==> config.mk <==
export PLATFORM = sky130hd
export DESIGN_NAME = csa_accum_sched
export DESIGN_NICKNAME = d
export VERILOG_FILES = /design/src/rtl/csa_accum_sched.sv
export SDC_FILE = /design/constraint.sdc
export NUM_CORES = 1
export LEC_CHECK = 0
export ABC_AREA = 0
export CAP_MARGIN = 20
export CORE_MARGIN = 3
export CORE_UTILIZATION = 30
export CTS_CLUSTER_DIAMETER = 60
export CTS_CLUSTER_SIZE = 14
export DETAILED_ROUTE_END_ITERATION = 8
export GPL_TIMING_DRIVEN = 1
export PLACE_DENSITY_LB_ADDON = 0.08
export SYNTH_ARGS = -nofsm -noshare
export SYNTH_HDL_FRONTEND = slang
export SYNTH_SLANG_ARGS = --single-unit
==> constraint.sdc <==
create_clock -name clk -period 3.3 [get_ports clk]
set_clock_uncertainty 0.1 [all_clocks]
set_input_delay 0.66 -clock clk [delete_from_list [all_inputs] [get_ports clk]]
set_output_delay 0.66 -clock clk [all_outputs]
set_load 0.01 [all_outputs]
==> src/rtl/csa_accum_sched.sv <==
// Multi-beat carry-save accumulator: a shared bank of W 7:3 counters folds four
// rows per beat into three carry-save rows, then resolves them with one add.
module csa_accum_sched #(
  parameter int W    = 16,
  parameter int CNTW = 8
) (
  input  logic            clk,
  input  logic            rst_n,
  input  logic            in_valid,
  output logic            in_ready,
  input  logic [4*W-1:0]  in_rows,
  input  logic            in_last,
  output logic            out_valid,
  input  logic            out_ready,
  output logic [W-1:0]    out_sum,
  output logic [CNTW-1:0] out_beats,
  output logic            busy
);

  typedef enum logic [2:0] {
    ST_IDLE    = 3'd0,
    ST_ACCUM   = 3'd1,
    ST_FLUSH   = 3'd2,
    ST_RESOLVE = 3'd3,
    ST_DONE    = 3'd4
  } state_t;

  state_t          state_r, state_nx_s;
  logic [W-1:0]    a0_r, a1_r, a2_r;
  logic [W-1:0]    a0_nx_s, a1_nx_s, a2_nx_s;
  logic [CNTW-1:0] bc_r, bc_inc_s;
  logic [4*W-1:0]  rows_s;
  logic [6:0]      cols_s [W];
  logic            xfer_s;

  // Compressor73: weighted population count of seven bits.
  function automatic logic [2:0] compress73(input logic [6:0] x);
    logic [2:0] cnt;
    cnt = 3'd0;
    for (int i = 0; i < 7; i++) begin
      cnt = cnt + {2'b00, x[i]};
    end
    return cnt;
  endfunction

  assign in_ready = (state_r == ST_IDLE) || (state_r == ST_ACCUM);
  assign busy     = (state_r != ST_IDLE);
  assign xfer_s   = in_valid && in_ready;
  assign rows_s   = (state_r == ST_FLUSH) ? {(4*W){1'b0}} : in_rows;
  assign bc_inc_s = (bc_r == {CNTW{1'b1}}) ? bc_r : bc_r + {{(CNTW-1){1'b0}}, 1'b1};

  // Column gathering and the 7:3 bank; c2 and c1 are realigned by weight.
  always_comb begin
    logic [2:0] cnt;
    cnt     = 3'd0;
    a0_nx_s = {W{1'b0}};
    a1_nx_s = {W{1'b0}};
    a2_nx_s = {W{1'b0}};
    for (int j = 0; j < W; j++) begin
      cols_s[j] = {a2_r[j], a1_r[j], a0_r[j],
                   rows_s[3*W+j], rows_s[2*W+j], rows_s[W+j], rows_s[j]};
    end
    for (int j = 0; j < W; j++) begin
      cnt        = compress73(cols_s[j]);
      a0_nx_s[j] = cnt[0];
    end
    for (int j = 1; j < W; j++) begin
      cnt        = compress73(cols_s[j-1]);
      a1_nx_s[j] = cnt[1];
    end
    for (int j = 2; j < W; j++) begin
      cnt        = compress73(cols_s[j-2]);
      a2_nx_s[j] = cnt[2];
    end
  end

  // Sequencer next-state decode.
  always_comb begin
    state_nx_s = state_r;
    case (state_r)
      ST_IDLE: begin
        if (xfer_s) begin
          state_nx_s = in_last ? ST_FLUSH : ST_ACCUM;
        end else begin
          state_nx_s = ST_IDLE;
        end
      end
      ST_ACCUM: begin
        if (xfer_s && in_last) begin
          state_nx_s = ST_FLUSH;
        end else begin
          state_nx_s = ST_ACCUM;
        end
      end
      ST_FLUSH:   state_nx_s = ST_RESOLVE;
      ST_RESOLVE: state_nx_s = ST_DONE;
      ST_DONE: begin
        if (out_ready) begin
          state_nx_s = ST_IDLE;
        end else begin
          state_nx_s = ST_DONE;
        end
      end
      default:    state_nx_s = ST_IDLE;
    endcase
  end

  // State register.
  always_ff @(posedge clk or negedge rst_n) begin
    if (!rst_n) begin
      state_r <= ST_IDLE;
    end else begin
      state_r <= state_nx_s;
    end
  end

  // Carry-save rows, beat counter and result registers.
  always_ff @(posedge clk or negedge rst_n) begin
    if (!rst_n) begin
      a0_r      <= {W{1'b0}};
      a1_r      <= {W{1'b0}};
      a2_r      <= {W{1'b0}};
      bc_r      <= {CNTW{1'b0}};
      out_valid <= 1'b0;
      out_sum   <= {W{1'b0}};
      out_beats <= {CNTW{1'b0}};
    end else begin
      case (state_r)
        ST_IDLE: begin
          if (xfer_s) begin
            a0_r <= a0_nx_s;
            a1_r <= a1_nx_s;
            a2_r <= a2_nx_s;
            bc_r <= {{(CNTW-1){1'b0}}, 1'b1};
          end
        end
        ST_ACCUM: begin
          if (xfer_s) begin
            a0_r <= a0_nx_s;
            a1_r <= a1_nx_s;
            a2_r <= a2_nx_s;
            bc_r <= bc_inc_s;
          end
        end
        // Rows are forced to zero here, so the final compress leaves A2 empty.
        ST_FLUSH: begin
          a0_r <= a0_nx_s;
          a1_r <= a1_nx_s;
          a2_r <= a2_nx_s;
        end
        ST_RESOLVE: begin
          out_sum   <= a0_r + a1_r;
          out_beats <= bc_r;
          out_valid <= 1'b1;
        end
        ST_DONE: begin
          if (out_ready) begin
            out_valid <= 1'b0;
            a0_r      <= {W{1'b0}};
            a1_r      <= {W{1'b0}};
            a2_r      <= {W{1'b0}};
            bc_r      <= {CNTW{1'b0}};
          end
        end
        default: begin
          out_valid <= 1'b0;
        end
      endcase
    end
  end

endmodule
# After elaboration in Yosys (flattened, before gate mapping)
# Cells that the tools add are included.
dict set report op_classes {
  addsub 98
  mul 0
  div_mod_pow 0
  order_cmp 0
  n_eq_ne 10
  n_shift 0
  n_mux 20
  n_bitwise 1
  reduce_logical 12
}
# op n
set ops {}
lappend ops {{adder 3 x 1 -> 3 bit} 56}
lappend ops {{one-hot mux 16 bit (3 select lines)} 3}
lappend ops {{2-to-1 mux 16 bit} 4}
lappend ops {{2-to-1 mux 64 bit} 1}
lappend ops {{adder 2 x 1 -> 3 bit} 14}
lappend ops {{2-to-1 mux 8 bit} 4}
lappend ops {{adder 1 x 1 -> 2 bit} 15}
lappend ops {{one-hot mux 8 bit (3 select lines)} 1}
lappend ops {{adder 16 bit} 1}
lappend ops {{one-hot mux 3 bit (5 select lines)} 1}
lappend ops {{adder 2 x 1 -> 2 bit} 5}
lappend ops {{nonzero test 3 bit} 3}
lappend ops {{adder 8 x 1 -> 8 bit (second input constant)} 1}
lappend ops {{== test 8 bit (second input constant)} 1}
lappend ops {{inequality test 2 bit (second input constant)} 4}
lappend ops {{adder 1 bit} 6}
lappend ops {{== test 3 x 2 -> 1 bit (second input constant)} 2}
lappend ops {{2-to-1 mux 2 bit} 3}
lappend ops {{AND reduction 5 bit} 1}
lappend ops {{== test 3 x 1 -> 1 bit (second input constant)} 1}
lappend ops {{== test 3 bit (second input constant)} 1}
lappend ops {{zero test 3 bit} 1}
lappend ops {{2-to-1 mux 3 bit} 1}
lappend ops {{one-hot mux 1 bit (3 select lines)} 1}
lappend ops {{other kinds (9)} 10}
dict set report totals {
  reg_bits 84
  latch_bits 0
  ramBits 0
  rom_bits 0
  inputBits 69
  output_inout_bits 27
  elab_cells 149
  n_memories 0
}

# Depth between registers and ports, before layout
# Gate-level depths: netlist of the first run.
dict set report depth {
  depth_word 10
  ltp_mapped 14
  depth_no_buf 12
}

# Worst setup path after synthesis of the first run
# No wires, ideal clock.
dict set report synth_path {
  kind {reg-to-reg}
  start {register state_r[1]}
  end {register a1_r[11]}
  setup_time_ns 0.077
  arrival_ns 3.216
  t_required_ns 3.123
  slack_ns -0.093
  path_stages_with_launch 14
  n_path_buf 2
  synth_period_minus_slack_ns 3.393
  path_cell_list {dfrtp_1 nor2b_1 nand2b_1 clkbuf_1 clkbuf_1 and2_1 fa_1 inv_1 fa_1 inv_1 fa_1 inv_1 fa_1 o21ai_1}
}
dict set report synth_between {
  elab_chain_len 10
  word_cells_on_any_way 20
  cone_classes {add/sub: 6; eq/ne: 5; mux: 3; reduce/logical: 6}
}
# item line_no
set synth_rtl {}
lappend synth_rtl {{start, declared} 28} ;# state_t state_r, state_nx_s;
lappend synth_rtl {{start signal, assigned} 113} ;# state_r <= state_nx_s;
lappend synth_rtl {{== test 3 x 2 -> 1 bit} {49, 128}}
lappend synth_rtl {{2-to-1 mux 64 bit} 49} ;# assign rows_s = (state_r == ST_FLUSH) ? {(4*W){1'b0}} : in_rows;
lappend synth_rtl {{adder 1 x 1 -> 2 bit} 41} ;# cnt = cnt + {2'b00, x[i]};
lappend synth_rtl {{adder 2 x 1 -> 3 bit} n/a}
lappend synth_rtl {{adder 3 x 1 -> 3 bit (4 in series)} 41}
lappend synth_rtl {{2-to-1 mux 16 bit} {130, 138}}
lappend synth_rtl {{one-hot mux 16 bit (3 select lines)} 128} ;# case (state_r)
lappend synth_rtl {{end signal, assigned} 132} ;# a1_r <= a1_nx_s;
lappend synth_rtl {{end signal, assigned} 140} ;# a1_r <= a1_nx_s;
lappend synth_rtl {{end signal, assigned} 148} ;# a1_r <= a1_nx_s;
lappend synth_rtl {{end, declared} 29} ;# logic [W-1:0] a0_r, a1_r, a2_r;
# Several ways; a longest one is shown, not always the timed one. The select of a mux whose other input is x is not followed.
# A chain may end at the register's enable or synchronous reset.

# Worst setup path after layout of the first run
dict set report layout_path {
  start {register state_r[2]}
  end {register a1_r[3]}
}
dict set report layout_between {
  elab_chain_len 10
  word_cells_on_any_way 20
  cone_classes {add/sub: 6; eq/ne: 5; mux: 3; reduce/logical: 6}
}
# item line_no
set layout_rtl {}
lappend layout_rtl {{== test 3 x 2 -> 1 bit} {49, 128}}
lappend layout_rtl {{2-to-1 mux 64 bit} 49}
lappend layout_rtl {{adder 1 x 1 -> 2 bit} 41}
lappend layout_rtl {{adder 2 x 1 -> 3 bit} n/a}
lappend layout_rtl {{adder 3 x 1 -> 3 bit (2 in series)} n/a}
lappend layout_rtl {{adder 3 x 1 -> 3 bit (2 in series)} 41}
lappend layout_rtl {{2-to-1 mux 16 bit} {130, 138}}
lappend layout_rtl {{one-hot mux 16 bit (3 select lines)} 128}
# Several ways; a longest one is shown, not always the timed one. The select of a mux whose other input is x is not followed.

==> run metrics, run 1 <==
# rows 49; initial antenna violation count 0; CTS tree yes; reg-to-reg slack, setup 0.12 ns; n_diodes 0; Syn Inst Count 589; post-synth top area cell dfrtp_1; initial core utilization 31.2%; CP max stage cell fa_1; final worst slack 0.123 ns; DR iter-0 viols 147; slew margin rel. 58.5%; FF+latch count, synth 81; Unique masters post-synth 49; Crit path top cell by count fa_1; critical path peak fanout 8; measured slew at the worst slew-check pin 0.623 ns; num ports 96; CP arrival 3.35 ns; DRC 0; Tmin final 3.18 ns; Pint 0.00469 W; ordered cell list for the critical path nor2b_4 > nand2b_4 > buf_12 > and2_1 > fa_1 > inv_1 > fa_1 > inv_2 > fa_2 > inv_2 > fa_1 > o21ai_1; Routed Antenna Nets 0; Reg power frac 21.9%; met2 wire length 6.66 mm; WL/cell 15.2 µm; Synth Cell Area 0.00572 mm²; Root Driver clkbuf_16; Vias 4,255; Clock Pin Slew Worst Setup and Hold Paths 0.07 ns; PwrDens 1110 mW/mm²; H-tree level count 3; syn avg cell area 9.70 µm²; layout cells sized above 1 11.3%; largest net degree at the start of global routing 46; utilization after layout 40.9%; Commonest cells post-synth 114 x nand2_1, 81 x dfrtp_1, 68 x inv_1; MaxCap Viol Count 0; die area 0.0207 mm²; Fmax achieved 315 MHz; Synth area leaders dfrtp_1 35%, fa_1 19%, nand2_1 7.5%; Post-synth EDFFs 0; GRT overflow 0; CTS buffer count 9; Final period util 96.3%; Hold Vio Cnt, Final 0; nets 843; WP buf/inv 4; Net Count, Synth 738; asr flop ratio synth 100%; die width 144 µm; LEAKAGE 3.45 nW; vias per std cell 4.59; drt first pass iters 4; Setup WS pre-CTS -0.217 ns; kind of cell with the highest combined delay on the critical path adder cells; status complete, no violations; Die Ht 144 µm; hold_buf cts 0; clock tree buffer depth 2; Worst path max stage delay 0.54 ns; crit end category register; Hold Path Class primary input to async pin; number of synthesis warnings 0; met3 WL 572 µm; length of routed wiring on met1 6.71 mm; pins over their slew limit 0; Final Wtd Congestion 0.781; type of origin of the critical path register; count leader, synth nand2_1; combinational power share 63.8%; Setup CP Type register to register; Sw Pwr 0.00367 W; core area 0.0183 mm²; top cell type's share of synthesized area 35.5%; Clk pwr share 14.2%; Total Wirelength 14.1 mm; GRT Util Overall 13.9%; final setup fails 0; CTS sink cnt 81; Post-synth top flop dfrtp_1; post-DP HPWL 10.5 mm; Max VDD drop 0.336 mV; Seq/Total Area, Yosys 35.5%; clk_lat worst skew 0.35 ns; number of global-route vias before repair 4,495; Buffers on Ports 95; switching part of the total 43.9%; Layout area overhead 31.2%; WP data required 3.47 ns; Max Used Layer met4; first-pass GRT wire length 22.6 mm
-- cells by family (layout without fill, tap and decap cells) --
group           count (synthesis)  count (layout)  share of synthesized area (%)
simple gates                  205             205                           17.1
flops                          81              81                           35.5
buf+inv                        93             203                           6.68
fa+ha+maj                      80              80                           24.6
mux                             2               2                          0.372
xor+xnor                       27              27                           4.14
compound gates                101             101                           11.7
-- metrics by stage --
| step | hold WS, ns | area, µm² | total power (W) | setup TNS (ns) | instances |
|---|---|---|---|---|---|
| floorplan | 0.264 | 5730 | 0.00546 | 0 | 589 |
| global placement | 0.360 | 6980 | 0.00689 | -1.48 | 903 |
| detailed placement | 0.365 | 6980 | 0.00698 | -1.84 | 903 |
| CTS | 0.212 | 7340 | 0.00822 | 0 | 919 |
| global route | 0.227 | 7500 | 0.00933 | -0.0539 | 928 |
| finish | 0.187 | 7500 | 0.00835 | 0 | 928 |
-- final timing paths --
path | from | to | cells after the start
hold / removal | rst_n | out_beats[1] | 1
max in group asynchronous | rst_n | a2_r[9] | 2
setup / recovery | state_r[2] | a1_r[3] | 12
min in group clk | out_beats[1] | out_beats[1] | 2
hold reg to reg | out_beats[1] | out_beats[1] | 2
setup reg to reg | state_r[2] | a1_r[3] | 12
-- registers in the layout (all words and copies together) (netlist names) --
signal     cells
a0_r          16
a1_r          15
a2_r          14
bc_r           8
out_beats      8
out_sum       16
out_valid      1
state_r        3
-- cell usage in the layout, fill, tap and decap left out, types with 3 or more instances in the layout --
master / n
fa_2: 10
clkbuf_16: 11
and2_1: 31
and3_1: 3
nand2b_1: 4
buf_12: 3
nor2_1: 20
xnor2_1: 12
xor2_1: 15
o21ai_1: 42
o21a_1: 3
clkdlybuf4s50_1: 94
nand4_1: 3
a21oi_1: 15
buf_4: 18
inv_1: 54
and2_4: 4
a22o_1: 16
bufinv_16: 3
dfrtp_1: 81
ha_1: 26
nand3_1: 6
inv_2: 14
a211oi_1: 3
nor3_1: 3
a21o_1: 5
nand2_1: 114
fa_1: 44
-- routing by layer --
metal  GRT usage (%)  vias to the layer above
li1                -                     2117
met1            19.0                     2040
met2            22.6                       88
met3            2.71                       10
met4            3.87                        0
met5               0                        -
-- layout make-up --
type	count	area (µm²)
Fill cell	1772	10800
Multi-Input combinational cell	415	3360
Sequential cell	81	2030
Timing Repair Buffer	119	1210
Tap cell	229	287
Inverter	68	255
Clock buffer	10	239
Clock inverter	6	115
-- power by group through the flow --
stage | combinational (W) | clock, W | sequential, W
2_1_floorplan | 0.00367 | 0 | 0.00180
3_3_place_gp | 0.00503 | 0 | 0.00186
3_5_place_dp | 0.00512 | 0 | 0.00186
4_1_cts | 0.00515 | 0.00122 | 0.00185
5_1_grt | 0.00616 | 0.00126 | 0.00191
6_report | 0.00533 | 0.00119 | 0.00183
-- what timing repair did --
item,CTS,global route
setup endpoints to repair,0,11
setup buffers,0,7
resized for setup,0,34
(Power assumes the default switching activity.)
==> run 2, diff against run 1 <==
Settings changed: CORE_ASPECT_RATIO set to 0.6.
==> run 2 against run 1 <==
  * Worst hold slack better by 0.010 ns
  * Fmax is 1.8% lower
  * Clock-buffer cell count stayed put
  * Critical path depth is 1 higher
  * Flip-flop and latch count stayed put
  * Die area is 0.26% higher
  * First-iteration DRC count is 10% higher
  * Setup slack worse by 0.057 ns
  * Non-clock buffer count is 3 higher
  * Highest routed layer unchanged
  * Final cell count is 1.5% higher
==> run metrics, run 2 (same netlist as run 1, synthesis figures left out) <==
commonest non-fill, non-tap cell in the layout nand2_1; H-tree level count 3 (unchanged); LEAKAGE 3.47 nW (+0.67%); Final period util 98.0% (+1.7 points); DRC 0 (unchanged); n_diodes 0 (unchanged); vias per std cell 4.51 (-1.6%); CP arrival 3.39 ns (+0.04 ns); slew margin rel. 58.6% (+0.17 points); Routed Antenna Nets 0 (unchanged); total power 0.00845 W (+1.1%); Tmin final 3.23 ns (+0.0575 ns); MaxCap Viol Count 0 (unchanged); WL/cell 15.0 µm (-1.5%); drt first pass iters 4 (unchanged); layout filler cell count 1,841 (+3.9%); Clock Pin Slew Worst Setup and Hold Paths 0.06 ns (about the same); final setup fails 0 (unchanged); most frequent cells in the layout 114 x nand2_1, 94 x clkdlybuf4s50_1, 81 x dfrtp_1; Setup CP Type register to register; setup TNS 0 ns (unchanged); # rows 38 (-22%); Max VDD drop 0.345 mV (+2.7%); nets 846 (+0.36%); reg-to-reg slack, setup 0.07 ns (-0.06 ns); area of the multi-input gates 0.00338 mm² (+0.41%); layout cells sized above 1 12.1% (+0.81 points); first-pass GRT wire length 22.8 mm (+1.2%); number of global-route vias before repair 4,431 (-1.4%); r2r startpoint state_r[2]; Hold Path Class primary input to async pin; type of origin of the critical path register; Final Wtd Congestion 0.831 (+6.4%); clk_lat worst skew 0.34 ns (about the same); measured slew at the worst slew-check pin 0.620 ns (-0.00259 ns); R2R cell count 13 (+1); CTS buffer count 9 (unchanged); status complete, no violations; core area 0.0184 mm² (+0.12%); post-DP HPWL 10.7 mm (+1.8%); Critical path origin state_r[2]; critical path peak fanout 6 (-2); GRT Util Overall 13.8% (-0.15 points); num ports 96 (unchanged); CP max stage cell fa_1; die area 0.0208 mm² (+0.26%); Vias 4,250 (-0.12%); Total Wirelength 14.1 mm (about the same); WP data required 3.46 ns (about the same); ordered cell list for the critical path nor2b_4 > nand2b_4 > buf_12 > clkbuf_16 > and2_1 > fa_1 > inv_2 > fa_1 > inv_1 > ha_1 > inv_1 > fa_2 > o21ai_1; GRT overflow 0 (unchanged); utilization after layout 41.2% (+0.26 points); Largest regs a0_r: 16 flops, out_sum: 16 flops, a1_r: 15 flops; Die Ht 113 µm (-22%); die width 184 µm (+28%); Worst path max stage delay 0.53 ns (about the same); PwrDens 1120 mW/mm² (+0.35%); Buffers on Ports 95 (unchanged); clock tree buffer depth 2 (unchanged); Fmax achieved 309 MHz (-1.8%); largest net degree at the start of global routing 46 (unchanged); register area 0.00203 mm² (unchanged); CTS tree yes; Setup crit end a1_r[14]; DR iter-0 viols 162 (+10%); hold_buf cts 0 (unchanged); Reg-to-Reg End a1_r[14]; initial antenna violation count 0 (unchanged); CTS sink cnt 81 (unchanged); crit end category register; Root Driver clkbuf_16; Hold Vio Cnt, Final 0 (unchanged); unrepaired setup endpoints after global routing true; initial core utilization 31.1% (-0.036 points); pins over their slew limit 0 (unchanged); Layout area overhead 32.2%
[run 2: changes by cell type in the layout (fill, tap and decap cells not counted), moves of 2 or more]
cell,before,now
buf_4,18,22
xor2_1,15,13
o21ai_2,2,0
xor2_2,0,2
o21ai_1,42,44
[run 2: area by class of cell]
type / instances / area share, %
multi-input combinational: 415 / 44.7
sequential: 81 / 26.8
timing repair buffer: 122 / 16.4
tap: 240 / 3.97
inverter: 68 / 3.38
clock buffer: 10 / 3.16
clock inverter: 6 / 1.52
[run 2: report_power, final]
group | switching (W) | total [W] | internal (W)
combinational | 0.00290 | 0.00545 | 0.00255
clock | 0.000414 | 0.00118 | 0.000762
sequential | 0.000385 | 0.00182 | 0.00143
total | 0.00370 | 0.00845 | 0.00475
[run 2: timing repair]
action / CTS / global route
setup buffers: 1 / 7
endpoints found under the hold margin: 0 / 0
pin swaps: 0 / 35
gates cloned: 0 / 3
gates resized for setup: 1 / 32
setup endpoints to repair: 3 / 10
[run 2: how the worst min path moves through the flow]
stage                     depth (start not counted)  slack (ns)            to
after global placement                            2        0.36  out_beats[0]
after global routing                              1        0.24       a2_r[3]
final                                             1        0.20    out_sum[0]
after CTS                                         1        0.22    out_sum[0]
after floorplan                                   0        0.26       a0_r[0]
after detailed placement                          2        0.36  out_beats[2]
[run 2: worst max-delay path: cells and delay by family, from the launching register on]
kind,cells,cell delay [ns]
adders and majority gates,4,1.65
buffers and inverters,5,0.46
and+or+nand+nor,3,0.42
DFF,1,0.40
AOI/OAI and AO/OA,1,0.13
[run 2: per-stage QoR]
stage          worst slack, ns  instances  hold slack, ns  area (µm²)
2_1_floorplan         0.000562        589           0.264        5730
3_3_place_gp            -0.220        915           0.360        7000
3_5_place_dp            -0.247        915           0.362        7000
4_1_cts               0.000973        932           0.221        7360
5_1_grt                -0.0216        942           0.239        7560
6_report                0.0655        942           0.197        7560
[run 2: routing by layer]
layer | up-vias | track usage (%) | part of all wire [%]
met4 | 0 | 2.67 | 0.78
met3 | 12 | 2.92 | 3.5
met1 | 2039 | 20.7 | 52
met5 | - | 0 | 0
li1 | 2121 | - | -
met2 | 78 | 20.5 | 43
==> run 3, diff against run 2 <==
Settings changed: CORE_UTILIZATION 30 to 49.
==> run 3 against run 2 <==
  * Non-clock buffer count shrank 8
  * Clock power is 9% lower
  * Sequential power about the same
  * Core utilization is 26 points higher
  * Register-to-register slack barely moved
  * Fmax about the same
  * Global-route usage up 7.1 points
  * Cell area down 3.1%
  * Wire length decreased by 9.8%
  * Die area down 37%
  * Flip-flop and latch count stayed put
  * Largest power group unchanged
==> run metrics, run 3 (same netlist as run 1, synthesis figures left out) <==
commonest non-fill, non-tap cell in the layout nand2_1; Final Wtd Congestion 0.847 (+2.0%); CP arrival 3.32 ns (-0.07 ns); Worst path max stage delay 0.48 ns (-0.05 ns); Layout area overhead 28.1%; DR iter-0 viols 184 (+14%); final setup fails 0 (unchanged); num ports 96 (unchanged); Clock Pin Slew Worst Setup and Hold Paths 0.06 ns (about the same); R2R cell count 14 (+1); met1 Use GR 29.2% (+8.5 points); Root Driver clkbuf_16; met2 Use GR 33.7% (+13 points); layout filler cell count 864 (-53%); Hold Path Class primary input to async pin; reg-to-reg slack, setup 0.07 ns (about the same); H-tree level count 3 (unchanged); Setup CP Type register to register; GRT Util Overall 20.8% (+7.1 points); largest net degree at the start of global routing 82 (+78%); measured slew at the worst slew-check pin 0.808 ns (+0.188 ns); WP data required 3.39 ns (-0.07 ns); nets 838 (-0.95%); initial core utilization 52.2% (+21 points); initial antenna violation count 0 (unchanged); unrepaired setup endpoints after global routing true; status complete, no violations; Largest regs a0_r: 16 flops, out_sum: 16 flops, a1_r: 15 flops; number of global-route vias before repair 4,507 (+1.7%); WL/cell 15.0 µm (+0.28%); Tmin final 3.23 ns (-0.00180 ns); DRC 0 (unchanged); cell depth of the worst setup path 14 (+1); post-DP HPWL 9.79 mm (-8.5%); Routed Antenna Nets 0 (unchanged); core area 0.0110 mm² (-40%); # rows 29 (-24%); type of origin of the critical path register; n_diodes 0 (unchanged); post-placement cell area 0.00688 mm² (-1.7%); GRT overflow 0 (unchanged); Vias 4,320 (+1.6%); kind of cell with the highest combined delay on the critical path adder cells; slew margin rel. 46.1% (-13 points); layout cells sized above 1 10.8% (-1.3 points); Final Instance Area 0.00732 mm² (-3.1%); Final period util 98.0% (about the same); critical path peak fanout 14 (+8); WP buf/inv 5 (unchanged); CTS tree yes; CTS buffer count 9 (unchanged); clk_lat worst skew 0.33 ns (about the same); CTS sink cnt 81 (unchanged); die width 145 µm (-21%); total power 0.00828 W (-2.0%); vias per std cell 5.10 (+13%); crit end category register; first-pass GRT wire length 21.6 mm (-5.3%); ordered cell list for the critical path nor2b_4 > nand2b_4 > buf_12 > buf_12 > and2_4 > fa_1 > inv_1 > fa_1 > inv_1 > ha_2 > inv_2 > fa_2 > xor2_2 > o21ai_1; drt first pass iters 4 (unchanged); die area 0.0130 mm² (-37%); hold_buf cts 0 (unchanged); r2r startpoint state_r[2]; Total Wirelength 12.7 mm (-9.8%); clock tree buffer depth 2 (unchanged); most frequent cells in the layout 114 x nand2_1, 94 x clkdlybuf4s50_1, 81 x dfrtp_1; CP max stage cell fa_1; gr busiest metal met2; PwrDens 1130 mW/mm² (+1.1%); Hold Vio Cnt, Final 0 (unchanged); Buffers on Ports 95 (unchanged); LEAKAGE 3.40 nW (-2.1%); pins over their slew limit 0 (unchanged); GR Util met3 4.56% (+1.6 points); Max VDD drop 0.429 mV (+24%); Fmax achieved 309 MHz (about the same); Die Ht 89.7 µm (-21%); MaxCap Viol Count 0 (unchanged); Reg-to-Reg End a2_r[15]
## run 3: worst max-delay path by stage
stage | to | startpoint | slack (ns)
after floorplan | a1_r[11] | state_r[1] | 0.0006
after global placement | a1_r[6] | in_rows[5] | -0.20
after detailed placement | a1_r[6] | in_rows[5] | -0.32
after CTS | a1_r[6] | state_r[2] | 0.002
after global routing | a2_r[15] | state_r[2] | -0.08
final | a2_r[15] | state_r[2] | 0.07
## run 3: timing repair
action,in CTS,in global routing
gates resized for setup,9,28
pin swaps,6,24
endpoints found under the setup margin,9,16
buffers inserted,0,3
## run 3: layer usage
layer | up-vias | share of wire (%)
met1 | 2092 | 47
met5 | - | 0
met3 | 13 | 4.7
met4 | 0 | 1.2
li1 | 2102 | -
met2 | 113 | 47
## run 3: power by group
| part | internal [W] | switching (W) | leakage [nW] | total, W |
|---|---|---|---|---|
| Clock | 0.000694 | 0.000379 | 0.157 | 0.00107 |
| Sequential | 0.00143 | 0.000391 | 1.03 | 0.00182 |
| Combinational | 0.00249 | 0.00289 | 2.21 | 0.00538 |
| Total | 0.00461 | 0.00366 | 3.40 | 0.00828 |
## run 3: layout make-up
type                            count  area [µm²]  area share, %
Multi-Input combinational cell    415        3380           46.2
Inverter                           68         255           3.49
Tap cell                          155         194           2.65
Clock inverter                      3        65.1          0.889
Timing Repair Buffer              114        1150           15.7
Clock buffer                       11         253           3.45
Sequential cell                    81        2030           27.7
## run 3: per-stage QoR
stage	util, %	setup WS [ns]	TNS, ns	hold WS [ns]	cells
6_report	66.8	0.0673	0	0.146	847
5_1_grt	66.8	-0.0815	-0.179	0.161	847
3_5_place_dp	62.8	-0.319	-2.37	0.364	829
4_1_cts	66.0	0.00179	0	0.378	843
3_3_place_gp	62.8	-0.202	-1.48	0.356	829
2_1_floorplan	-	0.000562	0	0.264	589
